===== src/rtl/codec_config_sequencer.sv =====
// -----------------------------------------------------------------------------
// codec_config_sequencer
//
// Purpose: walks a fixed table of 16-bit audio-codec register words (device
// address 0x34 is added by the I2C engine) and hands them one at a time to
// the I2C write engine. For each word it drives ignition for one attempt,
// waits for the engine's finish edge or a timeout, checks the three ACK bits,
// retries a bounded number of times, and leaves an ignition-low gap between
// attempts.
//
// Ports:
//   clk           system clock
//   reset         synchronous, active-low reset
//   start         request a configuration run (accepted in IDLE/DONE/FAIL)
//   i2c_finish    engine finish flag; only its rising edge ends an attempt
//   i2c_ack[2:0]  engine ACK bits {address, byte1, byte2}, 1 = acknowledged
//   i2c_data      word presented to the engine {reg_addr[6:0], data[8:0]}
//   i2c_ignition  engine enable, high only while an attempt is running
//   busy          run in progress
//   done          run completed, sticky until next start
//   error         run aborted after exhausting retries, sticky until next start
//   word_index    table index of the word in flight (held in DONE/FAIL)
//   retry_count   failed attempts on the current word
// -----------------------------------------------------------------------------
module codec_config_sequencer #(
   parameter int NUM_WORDS      = 11,
   parameter int MAX_RETRIES    = 3,
   parameter int GAP_CYCLES     = 5000,
   parameter int TIMEOUT_CYCLES = 1000000
) (
   input  logic        clk,
   input  logic        reset,
   input  logic        start,
   input  logic        i2c_finish,
   input  logic [2:0]  i2c_ack,
   output logic [15:0] i2c_data,
   output logic        i2c_ignition,
   output logic        busy,
   output logic        done,
   output logic        error,
   output logic [3:0]  word_index,
   output logic [2:0]  retry_count
);

   // One timer serves both the per-attempt timeout and the inter-attempt gap,
   // so it is sized for the larger of the two.
   localparam int             TMAX         = (TIMEOUT_CYCLES > GAP_CYCLES) ? TIMEOUT_CYCLES : GAP_CYCLES;
   localparam int             TW           = $clog2(TMAX);
   localparam logic [TW-1:0]  TIMEOUT_LAST = TW'(TIMEOUT_CYCLES - 1);
   localparam logic [TW-1:0]  GAP_LAST     = TW'(GAP_CYCLES - 1);
   localparam logic [TW-1:0]  TIMER_ONE    = TW'(1);
   localparam logic [3:0]     LAST_WORD    = 4'(NUM_WORDS - 1);
   localparam logic [2:0]     RETRY_LIMIT  = 3'(MAX_RETRIES);

   typedef enum logic [2:0] {
      S_IDLE, S_LOAD, S_RUN, S_CHECK, S_RETRY, S_GAP, S_DONE, S_FAIL
   } state_t;

   state_t         state, state_n;
   logic [TW-1:0]  timer, timer_n;
   logic           pass, pass_n;
   logic           finish_prev;
   logic           finish_rise;
   logic [15:0]    data_n;
   logic           busy_n, done_n, error_n;
   logic [3:0]     index_n;
   logic [2:0]     retry_n;

   // Codec bring-up table: reset first, activate last.
   function automatic logic [15:0] cfg_word(input logic [3:0] idx);
      case (idx)
         4'd0:    cfg_word = 16'h1E00;
         4'd1:    cfg_word = 16'h0017;
         4'd2:    cfg_word = 16'h0217;
         4'd3:    cfg_word = 16'h0479;
         4'd4:    cfg_word = 16'h0679;
         4'd5:    cfg_word = 16'h0810;
         4'd6:    cfg_word = 16'h0A00;
         4'd7:    cfg_word = 16'h0C00;
         4'd8:    cfg_word = 16'h0E02;
         4'd9:    cfg_word = 16'h1000;
         4'd10:   cfg_word = 16'h1201;
         default: cfg_word = 16'h0000;
      endcase
   endfunction

   // A finish level left high from a previous transaction is not a completion.
   assign finish_rise  = i2c_finish & ~finish_prev;
   assign i2c_ignition = (state == S_RUN);

   always_ff @(posedge clk) begin
      if (!reset) begin
         state       <= S_IDLE;
         timer       <= '0;
         pass        <= 1'b0;
         finish_prev <= 1'b0;
         i2c_data    <= 16'h0000;
         busy        <= 1'b0;
         done        <= 1'b0;
         error       <= 1'b0;
         word_index  <= 4'd0;
         retry_count <= 3'd0;
      end else begin
         state       <= state_n;
         timer       <= timer_n;
         pass        <= pass_n;
         finish_prev <= i2c_finish;
         i2c_data    <= data_n;
         busy        <= busy_n;
         done        <= done_n;
         error       <= error_n;
         word_index  <= index_n;
         retry_count <= retry_n;
      end
   end

   always_comb begin
      state_n = state;
      timer_n = timer;
      pass_n  = pass;
      data_n  = i2c_data;
      busy_n  = busy;
      done_n  = done;
      error_n = error;
      index_n = word_index;
      retry_n = retry_count;

      case (state)
         S_IDLE, S_DONE, S_FAIL: begin
            if (start) begin
               state_n = S_LOAD;
               index_n = 4'd0;
               retry_n = 3'd0;
               busy_n  = 1'b1;
               done_n  = 1'b0;
               error_n = 1'b0;
            end
         end
         // i2c_data only changes here, so it is stable for the whole attempt.
         S_LOAD: begin
            data_n  = cfg_word(word_index);
            timer_n = '0;
            state_n = S_RUN;
         end
         // Finish edge takes priority over a coincident timeout.
         S_RUN: begin
            if (finish_rise)
               state_n = S_CHECK;
            else if (timer == TIMEOUT_LAST)
               state_n = S_RETRY;
            else
               timer_n = timer + TIMER_ONE;
         end
         S_CHECK: begin
            timer_n = '0;
            if (i2c_ack == 3'b111) begin
               retry_n = 3'd0;
               pass_n  = 1'b1;
               state_n = S_GAP;
            end else begin
               state_n = S_RETRY;
            end
         end
         S_RETRY: begin
            timer_n = '0;
            if (retry_count == RETRY_LIMIT) begin
               state_n = S_FAIL;
               busy_n  = 1'b0;
               error_n = 1'b1;
            end else begin
               retry_n = retry_count + 3'd1;
               pass_n  = 1'b0;
               state_n = S_GAP;
            end
         end
         // Gap runs after every attempt; pass decides resend vs. advance.
         S_GAP: begin
            if (timer == GAP_LAST) begin
               if (!pass) begin
                  state_n = S_LOAD;
               end else if (word_index == LAST_WORD) begin
                  state_n = S_DONE;
                  busy_n  = 1'b0;
                  done_n  = 1'b1;
               end else begin
                  index_n = word_index + 4'd1;
                  state_n = S_LOAD;
               end
            end else begin
               timer_n = timer + TIMER_ONE;
            end
         end
         default: state_n = S_IDLE;
      endcase
   end

endmodule


===== config.mk =====
export PLATFORM = sky130hd
export DESIGN_NAME = codec_config_sequencer
export DESIGN_NICKNAME = d
export VERILOG_FILES = /design/src/rtl/codec_config_sequencer.sv
export SDC_FILE = /design/constraint.sdc
export NUM_CORES = 1
export LEC_CHECK = 0
export ABC_CLOCK_PERIOD_IN_PS = 4800
export CORE_MARGIN = 5
export CORE_UTILIZATION = 60
export CTS_BUF_LIST = sky130_fd_sc_hd__clkbuf_8
export CTS_CLUSTER_SIZE = 8
export DETAILED_ROUTE_END_ITERATION = 8
export DONT_BUFFER_PORTS = 1
export PLACE_DENSITY_LB_ADDON = 0.05
export SETUP_SLACK_MARGIN = 0.05
export SYNTH_ARGS = -nofsm -noshare
export SYNTH_HDL_FRONTEND = slang
export SYNTH_SLANG_ARGS = --single-unit

===== constraint.sdc =====
create_clock -name clk -period 4.8 [get_ports clk]
set_clock_uncertainty 0.1 [all_clocks]
set_input_delay 0.72 -clock clk [delete_from_list [all_inputs] [get_ports clk]]
set_output_delay 0.72 -clock clk [all_outputs]
set_load 0.02 [all_outputs]

Yosys cells after proc, flatten, opt, wreduce, memory -nomap -nowiden

Memories as Yosys holds them, arrays and structs flattened. A register that Yosys moved wholly into a read port is not among the register bits.
Cells that the tools add are included.

Logic and storage cells: 96
Memories: 1
Register bits after elaboration: 51
Output and inout bits: 27
Memory bits (read-only): 176
Bits of input ports: 7

Equality and inequality tests: 24
Bitwise gates (word level): 2
Multiplexer cells: 38
Add/sub/neg operators: 3
Reduce and logical (&&, ||, !) cells: 18

Memories:

| name             | depth | bits a word | rd ports | clocked after memory_dff | write ports | RTL line | text |
|---|---|---|---|---|---|---|---|
| (name not given) | 16    | 11          | 1        | 1                        | 0           | 71       | `case (idx)` |

Operator list:

| operator                                              | number |
|---|---|
| 2-to-1 mux 20 bit                                     | 3 |
| one-hot mux 20 bit (3 select lines)                   | 1 |
| 2-to-1 mux 3 bit                                      | 9 |
| != test 2 bit, second input constant                  | 11 |
| adder 20 x 1 -> 20 bit, second input constant         | 1 |
| equality test 20 x 13 -> 1 bit, second input constant | 1 |
| equality test 20 bit, second input constant           | 1 |
| one-hot mux 3 bit (6 select lines)                    | 1 |
| 2-to-1 mux 4 bit                                      | 4 |
| equality test 3 bit, second input constant            | 5 |
| 2-to-1 mux 1 bit                                      | 13 |
| AND reduction 5 bit                                   | 2 |
| equality test 3 x 2 -> 1 bit, second input constant   | 3 |
| one-hot mux 3 bit (3 select lines)                    | 1 |
| AND reduction 3 bit                                   | 3 |
| nonzero test 3 bit                                    | 3 |
| one-hot mux 4 bit (2 select lines)                    | 1 |
| AND reduction 4 bit                                   | 2 |
| one-hot mux 1 bit (2 select lines)                    | 3 |
| AND reduction 6 bit                                   | 1 |
| nonzero test 2 bit                                    | 3 |
| OR reduction 3 bit                                    | 2 |
| adder 4 x 1 -> 4 bit, second input constant           | 1 |
| equality test 4 bit, second input constant            | 1 |
| other kinds (9)                                       | 9 |

Depth between registers and ports, before layout

Gate-level depths: netlist (run 1).

Depth after elaboration: 5
Mapped depth: 8
Gate-level depth less buffers: 8

Worst setup path after synthesis (run 1)

OpenSTA, ideal clock, no wires.

Path type: input -> register
From: input i2c_finish
To: register timer[18]
Arrival time: 1.838 ns
Stages: 6
Buffers on the path: 0
Path slack: 2.741 ns
Setup time: 0.121 ns
Data required time: 4.579 ns
Path through: nand2b_1 > nor2b_2 > o31ai_4 > a21oi_2 > nor3b_1 > mux2_4

Word-level cells in the longest chain between the ends: 3

RTL lines:

| element                              | RTL line | text |
|---|---|---|
| start, declared                      | 34       | `input logic i2c_finish,` |
| bitwise AND 1 bit                    | 88       | `assign finish_rise = i2c_finish & ~finish_prev;` |
| != test 2 bit (no source line)       | n/a      |  |
| AND reduction 4 bit (no source line) | n/a      |  |
| end signal, assigned                 | 105      | `timer <= timer_n;` |
| end, declared                        | 60       | `logic [TW-1:0] timer, timer_n;` |

Every way passes these cells.
A chain may end at the register's enable or synchronous reset.

Worst setup path after layout (run 1)

From: register state[1]
To: output i2c_ignition

Word-level cells in the longest chain between the ends: 1

RTL lines:

| element                      | RTL line | text |
|---|---|---|
| start, declared              | 59       | `state_t state, state_n;` |
| start signal, assigned       | 104      | `state <= state_n;` |
| equality test 3 x 2 -> 1 bit | 89       | `assign i2c_ignition = (state == S_RUN);` |
| end, declared                | 37       | `output logic i2c_ignition,` |

Every way passes these cells.

==> results by group, run 1 <==
Outcome
  – Status: completed

Setup path
  – Critical path arrival: 1.50 ns
  – Crit Path Max Fanout: 14
  – Worst EP required: 3.98 ns
  – Critical Path End Type: output port
  – Worst r2r dst: timer[18]$_SDFFE_PN0P_
  – Startpoint types: register
  – Kind of critical path: register to output port
  – Worst-case reg-to-reg path depth: 5
  – R2r setup slk: 2.49 ns
  – Start of the worst register-to-register path: state[0]$_SDFFE_PN0P_

Final layout
  – Final instance count without filler cells: 353
  – Final core utilization: 64.5%
  – Highest-count cells in the layout ignoring fill and taps: dfxtp_1, nor2_1, a21oi_1
  – Commonest non-fill, non-tap cell in the layout: dfxtp_1
  – Area growth, synth to finish: 3.49%
  – Layout Nets: 316
  – Antenna Cells: 0
  – Layout cells sized above 1: 7.26%

Placement
  – Placed wire-length estimate: 3710 um
  – Cell count after placement: 345
  – Input/output buffers: 0
  – Routability cong.: 0.914

Global routing
  – Global route overflow: 0
  – Vias in the first global route: 1,954
  – All-Layer GR Usage: 20.4%
  – Initial antenna violation count: 0
  – Largest net degree at the start of global routing: 26
  – First-pass GRT wire length: 9060 um

Power and ir drop
  – Leakage dissipation: 0.000847 uW
  – PD cells: 420 nW/um^2
  – IR Drop Worst-Case VDD: 0.289 mV

Drt
  – Drt wl/cell: 14.8 um
  – DRT antenna net count: 0
  – Via density: 5.80
  – # DRC: 0
  – DRT iter0 DRCs: 240
  – DRT Pass-1 Iters: 4
  – Drt total wl: 5230 um
  – Via Count: 2,047

Timing
  – Fin. max-slew vios: 0
  – Fmax achieved: 432 MHz
  – Finish-stage setup viols: 0
  – Final hold vios: 0
  – RSZ-0062 raised after global routing: no
  – Min Tclk post-route: 2.32 ns
  – Setup_tns: 0 ns
  – Rel. slew slack: 54.9%
  – Worst slew pin tran: 0.676 ns
  – Period utilization: 48.3%

Worst hold path
  – Hold Crit Class: register to register
  – Hold Crit Start: timer[1]$_SDFFE_PN0P_
  – Min-Delay Endpoint: timer[1]$_SDFFE_PN0P_
  – Hold-critical path depth: 2

Yosys
  – Mapped Cells: 311
  – Ys flop type: dfxtp_1
  – Synthesis warning total: 0
  – Share of the synthesized area in the top cell type: 35.1%
  – Mapped Area: 2510 um^2
  – Synth Area per Inst: 8.07 um^2
  – Register area share after synthesis: 35.1%
  – Asr flop ratio synth: 0%
  – Yosys reg bits: 44
  – Post-synth cell types: 56
  – Synth area leaders: dfxtp_1, xnor2_1, nor2_1
  – Number of enable flip-flop cells after synthesis: 0
  – Area leader, netlist: dfxtp_1

Floorplanning
  – CORE AREA: 4030 um^2
  – Die H: 74.7 um
  – Initial core utilization: 62.3%
  – I/O pin cnt: 34
  – Die area: 5580 um^2
  – Site Rows: 23
  – Die Wd: 74.7 um

Run
  – Max-cap viol count: 0

CTS
  – Post-CTS Setup Bufs: 0
  – H-tree depth: 2
  – Clock Path Buffers: 2
  – Sink Count: 44
  – Post-CTS Hold Buffers: 0
  – TritonCTS Buffers: 5
  – Clk_lat worst skew: 0.31 ns
  – Clk slew on worst S/H paths: 0.08 ns
  – CTS Root Cell: clkbuf_8
  – Post-CTS resize count: 0
  – TritonCTS clock tree: yes
cells in the mapped netlist, types with 3 or more instances:
master / count
nand4_1: 8
a21oi_1: 26
clkbuf_1: 10
dfxtp_1: 44
a211oi_1: 6
buf_2: 3
o22ai_1: 3
nand2b_1: 8
inv_1: 16
nor2_1: 37
o211ai_1: 3
nor2b_1: 11
ha_1: 7
nand3_1: 11
nor3_1: 6
o21ai_0: 14
mux2i_1: 4
nor4_1: 4
buf_4: 7
nand2_1: 23
xnor2_1: 18
routing by layer:
layer | share of wire, % | vias up | GRT usage (%)
met5 | 0 | - | 0
met4 | 1.1 | 0 | 5.93
met3 | 3.6 | 6 | 4.54
li1 | - | 1056 | -
met1 | 48 | 945 | 26.6
met2 | 48 | 40 | 33.8
sequential cells by signal, summed over array words and instances, names as in the netlist:
register / count
busy: 1
done: 1
error: 1
finish_prev: 1
i2c_data: 9
pass: 1
retry_count: 3
state: 3
timer: 20
word_index: 4
kinds of logic (layout without fill, tap and decap cells):
kind of cell	Yosys count	count (layout)	synth area share (%)
xor gates and xnor gates	18	18	6.28
other	1	5	0.149
buffers and inverters	37	25	6.73
AOI/OAI and AO/OA	74	74	20.0
adders and majority gates	7	7	3.49
muxes	5	5	2.19
DFF	44	44	35.1
and+or+nand+nor	125	125	26.1
critical path: stages, from the launching register on:
cell and delay, ns:
dfxtp_1 0.59, nand2b_1 0.23, nor2_1 0.37
worst max-delay path by stage:
stage                                      from                        to  slack, ns  cells past startpoint
final                     state[1]$_SDFFE_PN0P_              i2c_ignition       2.48                      2
after global routing      state[0]$_SDFFE_PN0P_  i2c_data[4]$_SDFFE_PN0N_       2.28                      5
after CTS                 state[1]$_SDFFE_PN0P_              i2c_ignition       2.48                      2
after detailed placement  state[0]$_SDFFE_PN0P_    timer[18]$_SDFFE_PN0P_       2.50                      5
after global placement    timer[2]$_SDFFE_PN0P_    timer[18]$_SDFFE_PN0P_       2.58                      6
after floorplan                      i2c_finish    timer[18]$_SDFFE_PN0P_       2.74                      6
power by group:
group / total [uW] / internal, uW / switching [uW]
Combinational: 308 / 115 / 193
Clock: 289 / 154 / 135
Sequential: 493 / 404 / 88.2
Total: 1090 / 673 / 417
metrics by stage:
step | worst slack, ns | power, uW | hold slack, ns | area, um^2
after floorplan | 2.74 | 752 | 0.371 | 2520
after global placement | 2.58 | 802 | 0.399 | 2490
after detailed placement | 2.50 | 808 | 0.401 | 2490
after CTS | 2.48 | 1100 | 0.413 | 2600
after global routing | 2.28 | 1160 | 0.431 | 2600
final | 2.48 | 1090 | 0.412 | 2600
layout make-up:
type | count | area [um^2]
multi-input combinational | 234 | 1480
fill | 382 | 1430
sequential | 44 | 881
clock buffer | 5 | 68.8
tap | 50 | 62.6
inverter | 16 | 60.1
clock inverter | 3 | 42.5
timing repair buffer | 1 | 7.51
Power figures use the tool's default switching activity.
==> run 2, diff against run 1 <==
- ABC_CLOCK_PERIOD_IN_PS: 4800 -> 2330
- clock period: 4.8 -> 2.33 ns (I/O delays scaled with it)
==> run 2 against run 1 <==
Register-to-register slack worse by 2.2 ns. Count of clock-buffer cells in the layout rose by 2. Critical endpoint is now timer[12]$_SDFFE_PN0P_. Final cell count rose by 4.0%. Utilization grew 3.1 points.
==> results by group, run 2 (synthesized netlist as in run 1, its figures left out) <==
Final layout
  – Max reg flops: 20 (unchanged)
  – Antenna Cells: 0 (unchanged)
  – Biggest regs: timer (20), i2c_data (9), word_index (4)
  – Highest-count cells in the layout ignoring fill and taps: dfxtp_1, nor2_1, a21oi_1
  – Area growth, synth to finish: 8.42%
  – Final core utilization: 67.5% (+3.1 points)
  – Biggest register: timer
  – Layout cells sized above 1: 12.0% (+4.7 points)
  – Filler instances: 341 (-11%)
  – Area of the multi-input gates: 1480 um^2 (+0.17%)
  – Register area: 882 um^2 (+0.14%)
  – Layout Nets: 330 (+4.4%)
  – Commonest non-fill, non-tap cell in the layout: dfxtp_1

Global routing
  – Initial antenna violation count: 0 (unchanged)
  – Global route overflow: 0 (unchanged)
  – All-Layer GR Usage: 21.3% (+0.92 points)
  – First-pass GRT wire length: 9200 um (+1.5%)
  – Largest net degree at the start of global routing: 26 (unchanged)
  – Vias in the first global route: 1,956 (+0.10%)

CTS
  – CTS Root Cell: clkbuf_8
  – Clk_lat worst skew: 0.30 ns (about the same)
  – Sink Count: 44 (unchanged)
  – Post-CTS Hold Buffers: 0 (unchanged)
  – TritonCTS Buffers: 5 (unchanged)
  – Post-CTS resize count: 0 (unchanged)
  – H-tree depth: 2 (unchanged)
  – Clk slew on worst S/H paths: 0.09 ns (about the same)
  – Clock Path Buffers: 2 (unchanged)
  – TritonCTS clock tree: yes
  – Post-CTS Setup Bufs: 0 (unchanged)

Floorplanning
  – Site Rows: 23 (unchanged)
  – Die H: 74.7 um (unchanged)
  – Initial core utilization: 62.3% (unchanged)
  – Die Wd: 74.7 um (unchanged)
  – CORE AREA: 4030 um^2 (unchanged)
  – Die area: 5580 um^2 (unchanged)
  – I/O pin cnt: 34 (unchanged)

Power and ir drop
  – Comb power frac: 31.4% (+3.1 points)
  – Net Sw Frac: 36.1% (-2.2 points)
  – P_int: 1500 uW (+120%)
  – Leakage dissipation: 0.000928 uW (+9.5%)
  – Part of the power in the clock network: 27.1% (+0.6 points)
  – IR Drop Worst-Case VDD: 0.424 mV (+47%)
  – PD cells: 865 nW/um^2 (+110%)
  – Psw: 848 uW (+100%)
  – Sequential Power Share: 41.4% (-3.8 points)

Setup path
  – Critical path, cell by cell: ha_1 > and2_1 > nand4_2 > o21ai_4 > a2111oi_0 > buf_4 > xnor2_1 > nor2_1
  – Critical Path End Type: register
  – Crit Path Max Fanout: 7 (-7)
  – Kind of critical path: register to register
  – Worst-case reg-to-reg path depth: 8 (+3)
  – Worst r2r dst: timer[12]$_SDFFE_PN0P_
  – Start of the worst register-to-register path: timer[0]$_SDFFE_PN0P_
  – WP buf/inv: 1 (+1)
  – Critical path arrival: 2.15 ns (+0.65 ns)
  – Delay-heaviest family, CP: compound AO/OA/AOI/OAI gates
  – Startpoint types: register
  – Slowest-stage cell, CP: a2111oi_0
  – Worst EP required: 2.42 ns (-1.56 ns)
  – Max stage delay on crit path: 0.50 ns (-0.09 ns)
  – R2r setup slk: 0.27 ns (-2.22 ns)

Placement
  – Routability cong.: 0.864 (-5.5%)
  – Placed wire-length estimate: 4000 um (+7.6%)
  – Input/output buffers: 0 (unchanged)
  – Pre-CTS WS: 0.283 ns (-2.21 ns)

Drt
  – # DRC: 0 (unchanged)
  – DRT antenna net count: 0 (unchanged)
  – Drt total wl: 5450 um (+4.2%)
  – Via density: 5.78 (-0.29%)
  – DRT Pass-1 Iters: 5 (+1)
  – DRT iter0 DRCs: 169 (-30%)
  – Via Count: 2,122 (+3.7%)
  – Drt wl/cell: 14.9 um (+0.25%)

Timing
  – Setup_tns: 0 ns (unchanged)
  – Final hold vios: 0 (unchanged)
  – Rel. slew slack: 59.8% (+4.9 points)
  – Finish-stage setup viols: 0 (unchanged)
  – Worst slew pin tran: 0.602 ns (-0.0746 ns)
  – Setup ws final: 0.267 ns (-2.22 ns)
  – Min Tclk post-route: 2.06 ns
  – Fin. max-slew vios: 0 (unchanged)
  – Hold WS: 0.0652 ns (-0.347 ns)
  – Period utilization: 88.5%
  – Fmax achieved: 485 MHz
  – RSZ-0062 raised after global routing: no

Outcome
  – Status: completed

Worst hold path
  – Hold Crit Start: i2c_finish
  – Hold-critical path depth: 1 (-1)
  – Min-Delay Endpoint: finish_prev$_SDFF_PN0_
  – Hold Crit Class: input pin to register

Run
  – Max-cap viol count: 0 (unchanged)
-- run 2: per-layer routing --
layer | global-route usage, % | share of wire, % | up-vias | routed length, um
met2 | 37.9 | 50 | 56 | 2710
met4 | 6.52 | 1.2 | 0 | 65
met3 | 4.41 | 4.1 | 10 | 221
li1 | - | - | 1086 | -
met5 | 0 | 0 | - | 0
met1 | 25.8 | 45 | 970 | 2460
-- run 2: worst max path at each step --
stage / cells after the start / slack, ns / start / end
detailed placement: 6 / 0.28 / state[1]$_SDFFE_PN0P_ / timer[12]$_SDFFE_PN0P_
finish: 8 / 0.27 / timer[0]$_SDFFE_PN0P_ / timer[12]$_SDFFE_PN0P_
global route: 8 / 0.1 / timer[0]$_SDFFE_PN0P_ / timer[12]$_SDFFE_PN0P_
CTS: 6 / 0.25 / state[1]$_SDFFE_PN0P_ / timer[12]$_SDFFE_PN0P_
floorplan: 7 / 0.46 / timer[0]$_SDFFE_PN0P_ / timer[18]$_SDFFE_PN0P_
global placement: 6 / 0.22 / state[1]$_SDFFE_PN0P_ / timer[12]$_SDFFE_PN0P_
-- run 2: cell type report --
| cell class | instances | area share (%) |
|---|---|---|
| Clock buffer | 7 | 3.54 |
| Clock inverter | 1 | 1.10 |
| Inverter | 16 | 2.21 |
| Multi-Input combinational cell | 234 | 54.3 |
| Sequential cell | 44 | 32.4 |
| Tap cell | 50 | 2.30 |
| Timing Repair Buffer | 15 | 4.14 |
-- run 2: power groups by stage --
stage,Sequential [uW],Clock (uW),Combinational [uW]
after floorplan,956,0,593
after global placement,989,0,724
after detailed placement,991,0,733
after CTS,973,651,738
after global routing,987,687,835
final,975,638,740
-- run 2: metrics by stage --
| step | instance area (um^2) | cells | total power [uW] |
|---|---|---|---|
| after floorplan | 2520 | 315 | 1550 |
| after global placement | 2590 | 359 | 1710 |
| after detailed placement | 2590 | 359 | 1720 |
| after CTS | 2720 | 367 | 2360 |
| after global routing | 2720 | 367 | 2510 |
| final | 2720 | 367 | 2350 |
